<file path="src/rtl/vdp_stream_pkg.sv">
// Shared constants for the pixel-stream demux: FSM state encoding and route IDs.
package vdp_stream_pkg;

    localparam logic ST_IDLE = 1'b0;
    localparam logic ST_BUSY = 1'b1;

    localparam logic ROUTE_0 = 1'b0;
    localparam logic ROUTE_1 = 1'b1;

    typedef enum logic {
        S_IDLE = ST_IDLE,
        S_BUSY = ST_BUSY
    } state_e;

endpackage

</file>
<file path="src/rtl/stream_out_stage_nbits.sv">
// One output register slice (valid/data/last) plus its delivered-packet counter.
module stream_out_stage_nbits #(
    parameter int bits     = 2,
    parameter int cnt_bits = 16
) (
    input  logic                clk,
    input  logic                rst_n,
    input  logic                load_i,
    input  logic [bits-1:0]     data_i,
    input  logic                last_i,
    input  logic                out_ready_i,
    output logic                can_load_o,
    output logic                out_valid_o,
    output logic [bits-1:0]     out_data_o,
    output logic                out_last_o,
    output logic [cnt_bits-1:0] pkt_cnt_o
);

    localparam logic [cnt_bits-1:0] CNT_ONE = 1;

    logic                valid_q;
    logic [bits-1:0]     data_q;
    logic                last_q;
    logic [cnt_bits-1:0] cnt_q;
    logic                drain;

    assign drain      = valid_q & out_ready_i;
    assign can_load_o = ~valid_q | out_ready_i;

    always_ff @(posedge clk or negedge rst_n) begin
        if (!rst_n) begin
            valid_q <= 1'b0;
            data_q  <= '0;
            last_q  <= 1'b0;
        end else if (load_i) begin
            valid_q <= 1'b1;
            data_q  <= data_i;
            last_q  <= last_i;
        end else if (drain) begin
            valid_q <= 1'b0;
        end
    end

    // Counts on the handshake of the last word, so a packet counts once it is fully delivered.
    always_ff @(posedge clk or negedge rst_n) begin
        if (!rst_n) begin
            cnt_q <= '0;
        end else if (drain && last_q) begin
            cnt_q <= cnt_q + CNT_ONE;
        end
    end

    assign out_valid_o = valid_q;
    assign out_data_o  = data_q;
    assign out_last_o  = last_q;
    assign pkt_cnt_o   = cnt_q;

endmodule

</file>
<file path="src/rtl/stream_demux_1x2_nbits.sv">
// 1-to-2 stream demux: route locks on a packet's first word and holds until its last word.
module stream_demux_1x2_nbits
    import vdp_stream_pkg::*;
#(
    parameter int bits     = 2,
    parameter int cnt_bits = 16
) (
    input  logic                clk,
    input  logic                rst_n,
    input  logic                sel,
    input  logic                in_valid,
    output logic                in_ready,
    input  logic [bits-1:0]     in_data,
    input  logic                in_last,
    output logic                out_valid_0,
    output logic                out_valid_1,
    input  logic                out_ready_0,
    input  logic                out_ready_1,
    output logic [bits-1:0]     out_data_0,
    output logic [bits-1:0]     out_data_1,
    output logic                out_last_0,
    output logic                out_last_1,
    output logic [cnt_bits-1:0] pkt_cnt_0,
    output logic [cnt_bits-1:0] pkt_cnt_1
);

    state_e state_q, state_d;
    logic   route_q, route_d;
    logic   route;
    logic   accept;
    logic   can_load_0, can_load_1;

    always_ff @(posedge clk or negedge rst_n) begin
        if (!rst_n) begin
            state_q <= S_IDLE;
            route_q <= ROUTE_0;
        end else begin
            state_q <= state_d;
            route_q <= route_d;
        end
    end

    assign route = (state_q == S_BUSY) ? route_q : sel;

    // Only the selected stage gates the input; the other one may stall freely.
    assign in_ready = (route == ROUTE_1) ? can_load_1 : can_load_0;
    assign accept   = in_valid & in_ready;

    always_comb begin
        state_d = state_q;
        route_d = route_q;
        if (accept) begin
            case (state_q)
                S_IDLE: if (!in_last) begin
                    state_d = S_BUSY;
                    route_d = sel;
                end
                S_BUSY: if (in_last) state_d = S_IDLE;
                default: state_d = S_IDLE;
            endcase
        end
    end

    stream_out_stage_nbits #(.bits(bits), .cnt_bits(cnt_bits)) u_stage_0 (
        .clk         (clk),
        .rst_n       (rst_n),
        .load_i      (accept && (route == ROUTE_0)),
        .data_i      (in_data),
        .last_i      (in_last),
        .out_ready_i (out_ready_0),
        .can_load_o  (can_load_0),
        .out_valid_o (out_valid_0),
        .out_data_o  (out_data_0),
        .out_last_o  (out_last_0),
        .pkt_cnt_o   (pkt_cnt_0)
    );

    stream_out_stage_nbits #(.bits(bits), .cnt_bits(cnt_bits)) u_stage_1 (
        .clk         (clk),
        .rst_n       (rst_n),
        .load_i      (accept && (route == ROUTE_1)),
        .data_i      (in_data),
        .last_i      (in_last),
        .out_ready_i (out_ready_1),
        .can_load_o  (can_load_1),
        .out_valid_o (out_valid_1),
        .out_data_o  (out_data_1),
        .out_last_o  (out_last_1),
        .pkt_cnt_o   (pkt_cnt_1)
    );

endmodule

</file>
<file path="config.mk">
export PLATFORM = sky130hd
export DESIGN_NAME = stream_demux_1x2_nbits
export DESIGN_NICKNAME = d
export VERILOG_FILES = /design/src/rtl/vdp_stream_pkg.sv /design/src/rtl/stream_out_stage_nbits.sv /design/src/rtl/stream_demux_1x2_nbits.sv
export SDC_FILE = /design/constraint.sdc
export NUM_CORES = 1
export LEC_CHECK = 0
export ABC_AREA = 1
export CAP_MARGIN = 40
export CORE_MARGIN = 2
export CORE_UTILIZATION = 31
export CTS_CLUSTER_SIZE = 8
export DETAILED_ROUTE_END_ITERATION = 6
export PLACE_DENSITY = 0.65
export SETUP_SLACK_MARGIN = 0.05
export SYNTH_ARGS = -nofsm -noshare
export SYNTH_HDL_FRONTEND = slang
export SYNTH_HIERARCHICAL = 1
export SYNTH_SLANG_ARGS = --single-unit
</file>
<file path="constraint.sdc">
create_clock -name clk -period 1.5 [get_ports clk]
set_input_delay 0.3 -clock clk [delete_from_list [all_inputs] [get_ports clk]]
set_output_delay 0.3 -clock clk [all_outputs]
set_load 0.02 [all_outputs]
</file>
==> reports/qor.txt <==
Post-synthesis simple-gate area fraction - 37.01%
Worst Max-Slew Pin Slew - 0.2656 ns
WHS - 0.4437 ns
Routed wire per std cell - 10.46 um
Worst vdd ir - 701.4 uV
Status - completed
DRC - 0
Switching Power - 1.377 mW
Share of cells above drive strength 1 - 21.35%
Fmax - 0.6967 GHz
Routed WL - 4730 um
Critical Path RT - 1.20 ns
Syn_nets - 285
Drt first-iter violations - 73
Worst-skew pair later-pin latency - 0.28 ns
Unrepaired setup endpoints after global routing - true
WS Path Type - reg2out
Worst Skew - 0.003145 ns
Met2 Use GR - 22.12%
CTS tree - done
CP Launch Type - register
Final GP Congestion - 0.7672
Max_cap viols - 0
Synthesized cell area - 2225 um2
Period minus WS final - 1.435 ns
Synth area leaders - dfrtp_1 47%, nand2_1 16%, xor2_1 5.5%
Clock tree buffer depth - 2
Largest family of logic cells by synthesized area - simple AND/OR/NAND/NOR gates
HPWL after detailed placement - 3739 um
Slowest cell delay on critical path - 0.43 ns
Sequential power share - 41.3%
Routing usage on met3 - 3.451%
Largest net degree at the start of global routing - 43
Tcrit/Tclk final - 95.69%
GRT Overall Usage - 13.37%
Starting Density - 32.39%
Via count - 1,940
CTS H-tree lvls - 2
Share of Yosys cell area claimed by the top area cell type - 47.24%
Synthesized instance count - 274
Met1 Track Usage GR - 17.65%
Max Slew Vio Count - 0
Grt peak-use layer - met2
DIE WIDTH - 88.71 um
Synth Warn # - 6
Hold Violations, Final - 0
Vias in the first global route - 1,945
Crit path capture type - output port
LEAKAGE - 1.633 nW
Synth unique cells - 19
Area leader, netlist - dfrtp_1
CP max stage cell - dfrtp_1
First-pass GRT wire length - 8383 um
Combinational Power Share - 39.5%
# port buffers - 49
CTS Sinks - 42
Final setup vio count - 0
PwrDens - 1200 nW/um2
Clk root buf - clkbuf_8
CTS buffer count - 5
Clk pin slew, worst setup/hold paths - 0.07 ns
HP Class - in2reg
Setup TNS - 0 ns
Nets - 368
Die Span Y - 88.71 um
Crit path DAT - 1.14 ns
Synth Area in XOR/XNOR - 7.087%
Design internal power - 2.327 mW
Compound-gate portion of the synthesized area - 1.294%
Cell row count - 30
P&R area growth vs syn - 38.70%
Sw Ratio - 37.17%
Post-Synth Adder-Cell Area - 1.125%
Total congestion overflow - 0
Clock share of power - 19.2%
Initial antenna violation count - 0
Yosys reg bits - 42
Synthesized area per cell - 8.119 um2
Relative slew margins - 82.20%
Die ar. - 7869 um2
Sequential area share after synthesis - 47.24%
Via density - 4.292
Drt pass-1 iters - 4
Mux share of post-synthesis cell area - 0%
# IOs - 50
Core Box Area - 6869 um2
Fillers - 700
# diodes - 0
Post-route antenna net violation count - 0
Critical-path cell list - nand2_1 > nand3_2 > nand2_2 > buf_6
Critical Path Fanout Max - 4
==> cell type report <==
type | count | area, um2 | area share (%)
inverters | 37 | 138.9 | 4.501
flip-flops and latches | 42 | 1051 | 34.06
multi-input cells | 195 | 1040 | 33.70
well taps | 96 | 120.1 | 3.893
clock buffers | 6 | 82.58 | 2.676
repair buffers | 76 | 653.1 | 21.17
==> cell usage after synthesis <==
cell type  number
nand2_1        95
dfrtp_1        42
inv_1          30
nor2_1         19
xor2_1         14
nand3_1        13
nand2_2        12
nand4_1         8
nor2_4          8
inv_2           7
nor2_2          6
nand3_2         4
o21ai_1         4
xnor2_1         4
ha_1            2
nor3_1          2
nor3_2          2
nand3b_1        1
o21ai_2         1
==> flip-flops by register name, summed over array words and instances, names as in the netlist <==
signal / count
route_q: 1
u_stage_0/out_last_o: 1
u_stage_0/out_data_o: 2
u_stage_1/out_data_o: 2
u_stage_1/pkt_cnt_o: 16
u_stage_0/pkt_cnt_o: 16
u_stage_1/out_last_o: 1
state_q: 1
u_stage_0/out_valid_o: 1
u_stage_1/out_valid_o: 1
==> cells by family after synthesis <==
group,count (synthesis)
DFF,42
adders and majority gates,2
and+or+nand+nor,170
buffers and inverters,37
xor gates and xnor gates,18
AOI/OAI and AO/OA,5
==> worst max-delay path, delay by kind of cell (launching register included) <==
kind | cells | cell delay (ns)
buf+inv | 1 | 0.11
simple gates | 3 | 0.31
flops | 1 | 0.43
==> power groups by stage <==
stage	logic, mW	clock network, mW	registers [mW]
3_3_place_gp	1.55	0	1.56
4_1_cts	1.44	0.752	1.54
3_5_place_dp	1.57	0	1.56
5_1_grt	1.62	0.792	1.56
6_report	1.46	0.712	1.53
2_1_floorplan	0.513	0	1.81
==> per-stage QoR <==
stage	util (%)	total power [mW]	cell area, um2	std cells	setup slack, ns
after floorplan	-	2.318	2225	274	0.1622
after global placement	44.12	3.109	3030	444	-0.4914
after detailed placement	44.12	3.124	3030	444	-0.5046
after CTS	44.74	3.731	3073	451	0.03280
after global routing	44.92	3.979	3085	452	0.003919
final	44.92	3.704	3085	452	0.06459
==> worst paths after layout <==
| kind | end | slack (ns) | from | depth (start not counted) |
|---|---|---|---|---|
| max | in_ready | 0.06 | state_q$_DFFE_PN0P_ | 4 |
| min | u_stage_0/out_valid_o$_DFFE_PN0P_ | 0.44 | out_ready_0 | 4 |
| max reg2reg | u_stage_0/pkt_cnt_o[14]$_DFFE_PN0P_ | 0.20 | u_stage_0/pkt_cnt_o[1]$_DFFE_PN0P_ | 8 |
| min reg2reg | u_stage_0/out_data_o[1]$_DFFE_PN0P_ | 0.49 | u_stage_0/out_data_o[1]$_DFFE_PN0P_ | 2 |
| max in group asynchronous | u_stage_1/pkt_cnt_o[3]$_DFFE_PN0P_ | 0.78 | rst_n | 3 |
| min in group asynchronous | u_stage_0/pkt_cnt_o[7]$_DFFE_PN0P_ | 0.51 | rst_n | 3 |
==> placed cells by master, fill, tap and decap left out, drive strengths merged <==
| cell type | Yosys | layout |
|---|---|---|
| o21ai | 5 | 5 |
| xnor2 | 4 | 4 |
| inv | 37 | 37 |
| ha | 2 | 2 |
| clkdlybuf4s15 | 0 | 2 |
| dfrtp | 42 | 42 |
| nand3 | 17 | 17 |
| clkdlybuf4s50 | 0 | 4 |
| dlygate4sd3 | 0 | 1 |
| xor2 | 14 | 14 |
| nand2 | 107 | 107 |
| nand3b | 1 | 1 |
| dlygate4sd2 | 0 | 41 |
| nor2 | 33 | 33 |
| nand4 | 8 | 8 |
| clkbuf | 0 | 6 |
| nor3 | 4 | 4 |
| buf | 0 | 28 |
==> per-layer routing <==
| metal | vias up | wire length, um |
|---|---|---|
| li1 | 1000 | - |
| met1 | 891 | 2257 |
| met2 | 44 | 2180 |
| met3 | 5 | 250 |
| met4 | 0 | 42 |
| met5 | - | 0 |
==> timing repair <==
item                                    CTS  global route
setup buffers                             0             1
gates cloned                              0             0
pin swaps                                 2             2
endpoints found under the setup margin   41             3
gates resized for setup                  50             3
hold buffers                              1             0
hold endpoints to repair                 42             0
(Power assumes the default switching activity.)
